[src/rtl/wb_dl11.sv]
// rtl/wb_dl11.sv - DL11-style console terminal Wishbone slave with 8N1 UART
//
// Purpose:
//   Wishbone responder for the four DL11 registers (RCSR, RBUF, XCSR, XBUF)
//   with a built-in 8N1 transmitter and receiver and level interrupt requests.
//   Optional macro WB_DL11_MAINT_EN adds XCSR bit2 MAINT (internal loopback).
//
// Ports:
//   clk, reset         system clock, synchronous active-high reset
//   wbs_adr_i[2:0]     byte address, [2:1] selects register
//   wbs_dat_i/o[15:0]  write data / read data (0 when no ack)
//   wbs_cyc_i, wbs_stb_i, wbs_we_i, wbs_sel_i[1:0], wbs_ack_o
//   uart_rx, uart_tx   serial in (asynchronous) / serial out, both idle high
//   irq_rx, irq_tx     receiver / transmitter interrupt requests

module wb_dl11 #(
    parameter int CLK_HZ = 50000000,
    parameter int BAUD   = 115200
) (
    input  logic        clk,
    input  logic        reset,
    input  logic [2:0]  wbs_adr_i,
    input  logic [15:0] wbs_dat_i,
    output logic [15:0] wbs_dat_o,
    input  logic        wbs_cyc_i,
    input  logic        wbs_stb_i,
    input  logic        wbs_we_i,
    input  logic [1:0]  wbs_sel_i,
    output logic        wbs_ack_o,
    input  logic        uart_rx,
    output logic        uart_tx,
    output logic        irq_rx,
    output logic        irq_tx
);

    localparam int DIV = CLK_HZ / BAUD;
    localparam int CW  = $clog2(DIV);
    localparam logic [CW-1:0] DIV_M1  = CW'(DIV - 1);
    localparam logic [CW-1:0] HALF_M1 = CW'(DIV / 2 - 1);

    typedef enum logic [1:0] {TX_IDLE, TX_START, TX_DATA, TX_STOP} tx_state_t;
    typedef enum logic [1:0] {RX_IDLE, RX_START, RX_DATA, RX_STOP} rx_state_t;

    // Bus and register file
    logic        r_ack;
    logic [15:0] r_dat;
    logic        r_rdone, r_rie, r_or, r_fe, r_xie, r_xrdy;
    logic [7:0]  r_rbuf;
    logic        w_maint;

    // TX FSM
    tx_state_t   r_tx_state, w_tx_state_n;
    logic [CW-1:0] r_tx_cnt, w_tx_cnt_n;
    logic [2:0]  r_tx_bit, w_tx_bit_n;
    logic [7:0]  r_tx_shift, w_tx_shift_n;
    logic        r_tx_line, w_tx_line_n;
    logic        w_tx_done;

    // RX synchroniser and FSM
    logic        r_rx_s1, r_rx_s2, r_rx_prev;
    rx_state_t   r_rx_state, w_rx_state_n;
    logic [CW-1:0] r_rx_cnt, w_rx_cnt_n;
    logic [2:0]  r_rx_bit, w_rx_bit_n;
    logic [7:0]  r_rx_shift, w_rx_shift_n;
    logic        r_rx_fe, w_rx_fe_n;
    logic        r_rx_cpl, w_rx_cpl_n;
    logic        w_rx_in, w_rx_fall;

    // Bus decode: every side effect is qualified by the edge that raises ack
    logic        w_acc, w_wr, w_rd;
    logic [1:0]  w_reg;
    logic        w_rd_rbuf, w_wr_rcsr, w_wr_xcsr, w_wr_xbuf;
    logic [15:0] w_rdata;
    logic        w_unused;

    assign w_acc     = wbs_cyc_i & wbs_stb_i & ~r_ack;
    assign w_wr      = w_acc & wbs_we_i;
    assign w_rd      = w_acc & ~wbs_we_i;
    assign w_reg     = wbs_adr_i[2:1];
    assign w_rd_rbuf = w_rd && (w_reg == 2'd1);
    assign w_wr_rcsr = w_wr && (w_reg == 2'd0) && wbs_sel_i[0];
    assign w_wr_xcsr = w_wr && (w_reg == 2'd2) && wbs_sel_i[0];
    assign w_wr_xbuf = w_wr && (w_reg == 2'd3) && wbs_sel_i[0] && r_xrdy;
    assign w_unused  = &{1'b0, wbs_adr_i[0], wbs_sel_i[1], wbs_dat_i[15:8]};

`ifdef WB_DL11_MAINT_EN
    logic r_maint;
    assign w_maint = r_maint;
`else
    assign w_maint = 1'b0;
`endif

    always_comb begin
        w_rdata = 16'h0000;
        case (w_reg)
            2'd0: begin
                w_rdata[7] = r_rdone;
                w_rdata[6] = r_rie;
            end
            2'd1: begin
                w_rdata[15]  = r_or | r_fe;
                w_rdata[14]  = r_or;
                w_rdata[13]  = r_fe;
                w_rdata[7:0] = r_rbuf;
            end
            2'd2: begin
                w_rdata[7] = r_xrdy;
                w_rdata[6] = r_xie;
                w_rdata[2] = w_maint;
            end
            default: w_rdata = 16'h0000;
        endcase
    end

    always_ff @(posedge clk) begin
        if (reset) begin
            r_ack   <= 1'b0;
            r_dat   <= 16'h0000;
            r_rdone <= 1'b0;
            r_rie   <= 1'b0;
            r_or    <= 1'b0;
            r_fe    <= 1'b0;
            r_rbuf  <= 8'h00;
            r_xie   <= 1'b0;
            r_xrdy  <= 1'b1;
`ifdef WB_DL11_MAINT_EN
            r_maint <= 1'b0;
`endif
        end else begin
            r_ack <= w_acc;
            r_dat <= w_rd ? w_rdata : 16'h0000;
            if (w_wr_rcsr) r_rie <= wbs_dat_i[6];
            if (w_wr_xcsr) begin
                r_xie <= wbs_dat_i[6];
`ifdef WB_DL11_MAINT_EN
                r_maint <= wbs_dat_i[2];
`endif
            end
            // A completing byte beats a concurrent RBUF read: RDONE stays set
            // and the read does not count as an overrun.
            if (r_rx_cpl) begin
                r_rbuf  <= r_rx_shift;
                r_fe    <= r_rx_fe;
                r_rdone <= 1'b1;
            end else if (w_rd_rbuf) begin
                r_rdone <= 1'b0;
            end
            if (r_rx_cpl && r_rdone && !w_rd_rbuf) r_or <= 1'b1;
            else if (w_rd_rbuf)                     r_or <= 1'b0;
            if (w_wr_xbuf)      r_xrdy <= 1'b0;
            else if (w_tx_done) r_xrdy <= 1'b1;
        end
    end

    // TX: the write edge clears XRDY; IDLE with XRDY low launches the frame
    // one clock later, so the start bit appears the clock after the write.
    always_comb begin
        w_tx_state_n = r_tx_state;
        w_tx_cnt_n   = r_tx_cnt + 1'b1;
        w_tx_bit_n   = r_tx_bit;
        w_tx_shift_n = r_tx_shift;
        w_tx_line_n  = r_tx_line;
        w_tx_done    = 1'b0;
        case (r_tx_state)
            TX_IDLE: begin
                w_tx_cnt_n  = '0;
                w_tx_line_n = 1'b1;
                if (w_wr_xbuf) w_tx_shift_n = wbs_dat_i[7:0];
                if (!r_xrdy) begin
                    w_tx_state_n = TX_START;
                    w_tx_line_n  = 1'b0;
                end
            end
            TX_START: begin
                if (r_tx_cnt == DIV_M1) begin
                    w_tx_state_n = TX_DATA;
                    w_tx_cnt_n   = '0;
                    w_tx_bit_n   = 3'd0;
                    w_tx_line_n  = r_tx_shift[0];
                end
            end
            TX_DATA: begin
                if (r_tx_cnt == DIV_M1) begin
                    w_tx_cnt_n = '0;
                    if (r_tx_bit == 3'd7) begin
                        w_tx_state_n = TX_STOP;
                        w_tx_line_n  = 1'b1;
                    end else begin
                        w_tx_bit_n   = r_tx_bit + 3'd1;
                        w_tx_shift_n = {1'b0, r_tx_shift[7:1]};
                        w_tx_line_n  = r_tx_shift[1];
                    end
                end
            end
            TX_STOP: begin
                if (r_tx_cnt == DIV_M1) begin
                    w_tx_state_n = TX_IDLE;
                    w_tx_cnt_n   = '0;
                    w_tx_done    = 1'b1;
                end
            end
        endcase
    end

    always_ff @(posedge clk) begin
        if (reset) begin
            r_tx_state <= TX_IDLE;
            r_tx_cnt   <= '0;
            r_tx_bit   <= 3'd0;
            r_tx_shift <= 8'h00;
            r_tx_line  <= 1'b1;
        end else begin
            r_tx_state <= w_tx_state_n;
            r_tx_cnt   <= w_tx_cnt_n;
            r_tx_bit   <= w_tx_bit_n;
            r_tx_shift <= w_tx_shift_n;
            r_tx_line  <= w_tx_line_n;
        end
    end

    // RX: loopback bypasses the synchroniser since r_tx_line is already local
    assign w_rx_in   = w_maint ? r_tx_line : r_rx_s2;
    assign w_rx_fall = r_rx_prev & ~w_rx_in;

    always_comb begin
        w_rx_state_n = r_rx_state;
        w_rx_cnt_n   = r_rx_cnt + 1'b1;
        w_rx_bit_n   = r_rx_bit;
        w_rx_shift_n = r_rx_shift;
        w_rx_fe_n    = r_rx_fe;
        w_rx_cpl_n   = 1'b0;
        case (r_rx_state)
            RX_IDLE: begin
                w_rx_cnt_n = '0;
                if (w_rx_fall) w_rx_state_n = RX_START;
            end
            RX_START: begin
                if (r_rx_cnt == HALF_M1) begin
                    w_rx_cnt_n   = '0;
                    w_rx_bit_n   = 3'd0;
                    w_rx_state_n = w_rx_in ? RX_IDLE : RX_DATA;
                end
            end
            RX_DATA: begin
                if (r_rx_cnt == DIV_M1) begin
                    w_rx_cnt_n   = '0;
                    w_rx_shift_n = {w_rx_in, r_rx_shift[7:1]};
                    if (r_rx_bit == 3'd7) w_rx_state_n = RX_STOP;
                    else                  w_rx_bit_n   = r_rx_bit + 3'd1;
                end
            end
            RX_STOP: begin
                if (r_rx_cnt == DIV_M1) begin
                    w_rx_cnt_n   = '0;
                    w_rx_fe_n    = ~w_rx_in;
                    w_rx_cpl_n   = 1'b1;
                    w_rx_state_n = RX_IDLE;
                end
            end
        endcase
    end

    always_ff @(posedge clk) begin
        if (reset) begin
            r_rx_s1    <= 1'b1;
            r_rx_s2    <= 1'b1;
            r_rx_prev  <= 1'b1;
            r_rx_state <= RX_IDLE;
            r_rx_cnt   <= '0;
            r_rx_bit   <= 3'd0;
            r_rx_shift <= 8'h00;
            r_rx_fe    <= 1'b0;
            r_rx_cpl   <= 1'b0;
        end else begin
            r_rx_s1    <= uart_rx;
            r_rx_s2    <= r_rx_s1;
            r_rx_prev  <= w_rx_in;
            r_rx_state <= w_rx_state_n;
            r_rx_cnt   <= w_rx_cnt_n;
            r_rx_bit   <= w_rx_bit_n;
            r_rx_shift <= w_rx_shift_n;
            r_rx_fe    <= w_rx_fe_n;
            r_rx_cpl   <= w_rx_cpl_n;
        end
    end

    assign wbs_ack_o = r_ack;
    assign wbs_dat_o = r_dat;
    assign uart_tx   = w_maint | r_tx_line;
    assign irq_rx    = r_rie & r_rdone;
    assign irq_tx    = r_xie & r_xrdy;

endmodule

[config.mk]
export PLATFORM = sky130hd
export DESIGN_NAME = wb_dl11
export DESIGN_NICKNAME = d
export VERILOG_FILES = /design/src/rtl/wb_dl11.sv
export SDC_FILE = /design/constraint.sdc
export NUM_CORES = 1
export LEC_CHECK = 0
export CORE_MARGIN = 3
export CORE_UTILIZATION = 45
export CTS_BUF_LIST = sky130_fd_sc_hd__clkbuf_8
export DETAILED_ROUTE_END_ITERATION = 6
export GPL_TIMING_DRIVEN = 0
export HOLD_SLACK_MARGIN = 0.12
export PLACE_DENSITY = 0.7
export SLEW_MARGIN = 25
export SYNTH_ARGS = -nofsm -noshare
export SYNTH_HDL_FRONTEND = slang
export SYNTH_SLANG_ARGS = --single-unit
[constraint.sdc]
create_clock -name clk -period 1.6 [get_ports clk]
set_clock_uncertainty 0.1 [all_clocks]
set_input_delay 0.16 -clock clk [delete_from_list [all_inputs] [get_ports clk]]
set_output_delay 0.16 -clock clk [all_outputs]
set_load 0.05 [all_outputs]
# Yosys cells after proc, flatten, opt, wreduce, memory -nomap -nowiden

Index checks and enable logic that the tools add are counted.

Register bits: 81
Input bits: 27
Output and inout bits: 20
Logic and storage cells: 148

Add/subtract/negate cells: 4
Eq/ne operators: 27
Muxes and demuxes: 44
Bitwise logic cells: 14
Reduce and logical (&&, ||, !) cells: 34

Operators by type and width:

| operator                                                               | count |
|---|---|
| 9-bit 2-to-1 mux                                                       | 3 |
| 9-bit case mux with 3 select lines                                     | 1 |
| 2-bit inequality test (second input constant)                          | 13 |
| 8-bit 2-to-1 mux                                                       | 3 |
| 2-bit 2-to-1 mux                                                       | 11 |
| 9-bit by 1-bit adder with 9-bit output (second input constant)         | 2 |
| 9-bit equality test (second input constant)                            | 2 |
| 3-bit 2-to-1 mux                                                       | 6 |
| 9-bit case mux with 2 select lines                                     | 1 |
| 2-bit case mux with 4 select lines                                     | 2 |
| 8-bit case mux with 2 select lines                                     | 1 |
| 2-bit equality test (second input constant)                            | 6 |
| 1-bit 2-to-1 mux                                                       | 12 |
| 3-bit case mux with 2 select lines                                     | 2 |
| 4-bit AND reduction                                                    | 3 |
| 2-bit nonzero test                                                     | 6 |
| 1-bit logical AND                                                      | 10 |
| 5-bit AND reduction                                                    | 2 |
| 9-bit by 8-bit equality test with 1-bit output (second input constant) | 1 |
| 1-bit AND                                                              | 7 |
| 3-bit by 1-bit adder with 3-bit output (second input constant)         | 2 |
| 2-bit by 1-bit equality test with 1-bit output (second input constant) | 3 |
| 3-bit equality test (second input constant)                            | 2 |
| 2-bit logical NOT                                                      | 3 |
| 10 further kinds                                                       | 19 |

# Logic depth before layout (Yosys ltp)

Depth in word-level cells: 8
Gate-level depth with buffers: 8

# Worst setup path after synthesis

OpenSTA, ideal clock, no wires.

Path kind: register to register
Start point: reg r_ack (netlist: wbs_ack_o)
End point: reg r_tx_shift[2]
Data arrival time: 1.563 ns
Data required time: 1.368 ns
Slack: -0.194 ns
Stages on the path, launching flop included: 5
Clock period less this slack: 1.794 ns
Cell sequence: dfxtp_1 > nand3b_1 > o31a_1 > a2111oi_0 > nor3_1

Word-level cells in the longest chain between the ends: 8

RTL lines:

| what                            | RTL line | text |
|---|---|---|
| start, declared                 | 45       | `logic r_ack;` |
| start signal, assigned          | 130      | `r_ack <= w_acc;` |
| 1-bit inverter                  | 76       | `assign w_acc = wbs_cyc_i & wbs_stb_i & ~r_ack;` |
| 1-bit AND                       | 76       |  |
| 1-bit AND                       | 77       | `assign w_wr = w_acc & wbs_we_i;` |
| 1-bit logical AND (3 in a row)  | 83       | `assign w_wr_xbuf = w_wr && (w_reg == 2'd3) && wbs_sel_i[0] && r_xrdy;` |
| 2-bit inequality test (no line) | n/a      |  |
| 4-bit AND reduction (no line)   | n/a      |  |
| end signal, assigned            | 216      | `r_tx_shift <= w_tx_shift_n;` |
| end, declared                   | 55       | `logic [7:0] r_tx_shift, w_tx_shift_n;` |

No other way between the ends.
A chain may end at the register's enable or synchronous reset.

# Worst setup path after layout

Start point: reg r_ack (netlist: wbs_ack_o)
End point: reg r_tx_shift[6]

The elaborated chain is that of the path after synthesis.

==> impl_metrics.env <==
export IMPL_status="finished with violations"
export IMPL_violations="negative setup slack"
export IMPL_nets=474
export IMPL_rsz0062_at_grt="true"
export IMPL_die_x_um=92.1
export IMPL_power_frac_comb_pct=29.7
export IMPL_cp_end_kind="flip-flop"
export IMPL_root_buffer="clkbuf_8"
export IMPL_wl_met3_um=329
export IMPL_max_freq_mhz=559
export IMPL_num_rows=30
export IMPL_hold_ws_ns=0.158
export IMPL_grt_pass1_wl_um=13400
export IMPL_place_area_um2=3810
export IMPL_p_int_mw=3.32
export IMPL_sw_frac_of_total_pct=33.7
export IMPL_layout_drive_gt1_share_pct=32.9
export IMPL_crit_type="reg -> reg"
export IMPL_dr_pass1_iters=4
export IMPL_ys_ff_latch=76
export IMPL_min_period_ns=1.79
export IMPL_final_cell_area_um2=4680
export IMPL_overflow=0
export IMPL_max_vdd_ir_drop_mv=0.938
export IMPL_powerDensity_nw_per_um2=1070
export IMPL_crit_required_ns=1.76
export IMPL_wl_per_cell_um=15.5
export IMPL_synth_ff_type="dfxtp_1"
export IMPL_finalWirelength_um=8260
export IMPL_cp_endpoint="r_tx_shift[6]$_SDFFE_PP0P_"
export IMPL_startpoint="wbs_ack_o$_SDFF_PP0_"
export IMPL_cts_buffers=9
export IMPL_dieArea_um2=8480
export IMPL_synth_area_um2=3340
export IMPL_finalCritPeriodShare_pct=112
export IMPL_async_flop_share_pct=0
export IMPL_antenna_found_initial=0
export IMPL_relSlewSlack_pct=52.3
export IMPL_critPathMaxFanout=6
export IMPL_synth_edff_count=0
export IMPL_wl_met2_um=4400
export IMPL_synth_simple_gate_area_share_pct=21.2
export IMPL_final_common_cell="dfxtp_1"
export IMPL_synth_xor_area_share_pct=3.68
export IMPL_drv_slew=0
export IMPL_ys_warn_count=0
export IMPL_finalNonFillerCells=534
export IMPL_coreArea_um2=6980
export IMPL_leakage_nw=1.73
export IMPL_highest_layer="met4"
export IMPL_gp_congestion=0.814
export IMPL_synth_top_family_by_area="simple AND/OR/NAND/NOR gates"
export IMPL_grt_pass1_vias=2878
export IMPL_port_buffers=28
export IMPL_postRouteAntennaNets=0
export IMPL_critPathLaunchType="flip-flop"
export IMPL_dr_total_vias=2809
export IMPL_h_tree_depth=3
export IMPL_track_usage_pct=19.6
export IMPL_insertion_delay_ns=0.35
export IMPL_r2r_end="r_tx_shift[6]$_SDFFE_PP0P_"
export IMPL_drt_vias_per_instance=5.26
export IMPL_synth_top_area_cell="dfxtp_1"
export IMPL_grt_max_degree=17
export IMPL_wl_met1_um=3440
export IMPL_r2r_cells=6
export IMPL_yosysUniqueCellTypes=52
export IMPL_switchingPower_mw=1.69
export IMPL_hold_class="in -> reg"
export IMPL_synth_seq_area_share_pct=45.6
export IMPL_setup_viol=45
export IMPL_start_util_pct=47.8
export IMPL_hpwl_um=4540
export IMPL_clock_path_buffers=2
export IMPL_reg2reg_from="wbs_ack_o$_SDFF_PP0_"
export IMPL_numPlacedInstances=483
export IMPL_hold_violations=0
export IMPL_muxShareOfSynthArea_pct=7.80
export IMPL_setup_ws_ns=-0.188
export IMPL_die_h_um=92.1
export IMPL_synth_compound_area_share_pct=11.4
export IMPL_final_cell_mix="62 x dfxtp_1, 53 x nor2_1, 33 x buf_4"
export IMPL_crit_arrival_ns=1.95
export IMPL_syn_area_per_cell_um2=9.40
export IMPL_first_iter_violations=78
export IMPL_seq_power_share_pct=41.9
export IMPL_clockPowerShare_pct=28.4
export IMPL_io_pins=47
export IMPL_cts_sinks=76
export IMPL_synthCells=355
export IMPL_r2r_setup_slack_ns=-0.19
export IMPL_cap_violations=0
export IMPL_clk_pin_slew_worst_paths_ns=0.09
export IMPL_synthToLayoutAreaGrowth_pct=40.4
export IMPL_drc=0
export IMPL_diodes=0
export IMPL_netlist_area_leader_share_pct=45.6
export IMPL_tightest_slew_ns=0.715
export IMPL_yosys_top_cells_area="dfxtp_1 46%, mux2i_1 7.8%, nor2_1 6.4%"
export IMPL_cts_tree="yes"
export IMPL_synthAdderAreaFrac_pct=5.25
## worst min path at each step
stage | startpoint | to | slack, ns | depth (start not counted)
4_1_cts | wbs_adr_i[2] | r_rie$_SDFFE_PP0P_ | 0.12 | 4
6_report | wbs_adr_i[2] | r_rie$_SDFFE_PP0P_ | 0.16 | 4
3_5_place_dp | r_rx_s1$_SDFF_PP1_ | r_rx_s2$_SDFF_PP1_ | 0.31 | 1
3_3_place_gp | r_rx_s1$_SDFF_PP1_ | r_rx_s2$_SDFF_PP1_ | 0.31 | 1
5_1_grt | wbs_adr_i[2] | r_rie$_SDFFE_PP0P_ | 0.18 | 4
2_1_floorplan | uart_rx | r_rx_s1$_SDFF_PP1_ | 0.16 | 1
## Yosys cell counts (6+ instances only)
cell type  count
mux2i_1       26
dfxtp_1       76
nand2_1       10
buf_4          7
xnor2_1        9
and2_1        12
inv_1         12
nand4_1        6
nand3_1       14
o21ai_0        7
ha_1          14
nor2_1        57
a21oi_1       23
nor3_1         6
clkbuf_1       7
## power by group through the flow
stage | Sequential [mW] | Combinational (mW) | Clock [mW]
2_1_floorplan | 2.15 | 0.633 | 0
3_3_place_gp | 2.12 | 0.840 | 0
3_5_place_dp | 2.12 | 0.859 | 0
4_1_cts | 2.08 | 1.18 | 1.45
5_1_grt | 2.11 | 1.57 | 1.53
6_report | 2.10 | 1.49 | 1.42
## sequential cells by signal, summed over array words and instances (netlist names), named ones only
name,cells
r_tx_bit,3
wbs_dat_o,11
r_rx_prev,1
r_xrdy,1
wbs_ack_o,1
r_rx_s1,1
r_rdone,1
r_rx_state,1
r_or,1
r_tx_shift,8
r_tx_state,2
r_rie,1
r_rx_cpl,1
r_rx_s2,1
r_rx_bit,3
r_rx_fe,1
r_rx_cnt,9
r_rbuf,8
r_xie,1
r_tx_cnt,9
r_rx_shift,8
r_fe,1
uart_tx,1
## what timing repair did
action                     CTS  global route
hold endpoints to repair     2             0
setup endpoints to repair   70            60
pin swaps                   34            22
buffers inserted            23             9
gates cloned                 4             0
hold buffers                 2             0
gates resized for setup     77            43
## worst max-delay path, cell delays in order (launching register included)
cell	delay [ns]
dfxtp_4	0.34
nand3b_1	0.31
o31ai_2	0.35
clkbuf_8	0.22
buf_12	0.11
a21oi_2	0.06
a311oi_2	0.21
## layer usage
metal	track usage, %	up-vias
met4	7.30	0
li1	-	1399
met5	0	-
met2	34.6	64
met1	22.9	1335
met3	4.51	11
## through the flow
stage / setup WS (ns) / power [mW] / util, % / setup TNS, ns
finish: -0.188 / 5.01 / 67.1 / -2.70
floorplan: -0.0262 / 2.78 / - / -0.152
detailed placement: -0.391 / 2.98 / 54.5 / -10.50
CTS: -0.103 / 4.71 / 64.0 / -1.07
global route: -0.261 / 5.22 / 67.1 / -6.45
global placement: -0.383 / 2.96 / 54.5 / -9.17
## kinds of logic (layout without fill, tap and decap cells)
group	after synthesis	count (layout)
buf+inv	33	110
compound gates	55	56
mux	26	26
fa+ha+maj	14	14
xor+xnor	14	14
other cells	1	5
flops	76	76
simple gates	136	137
## final cells by class
class / count / area (µm²)
multi-input cells: 252 / 2070
clock inverters: 7 / 70.1
clock buffers: 9 / 124
inverters: 12 / 47.5
repair buffers: 64 / 576
flip-flops and latches: 76 / 1550
plain buffers: 18 / 131
fillers: 544 / 2300
well taps: 96 / 120
No activity file was read; power rests on OpenSTA's default activity.
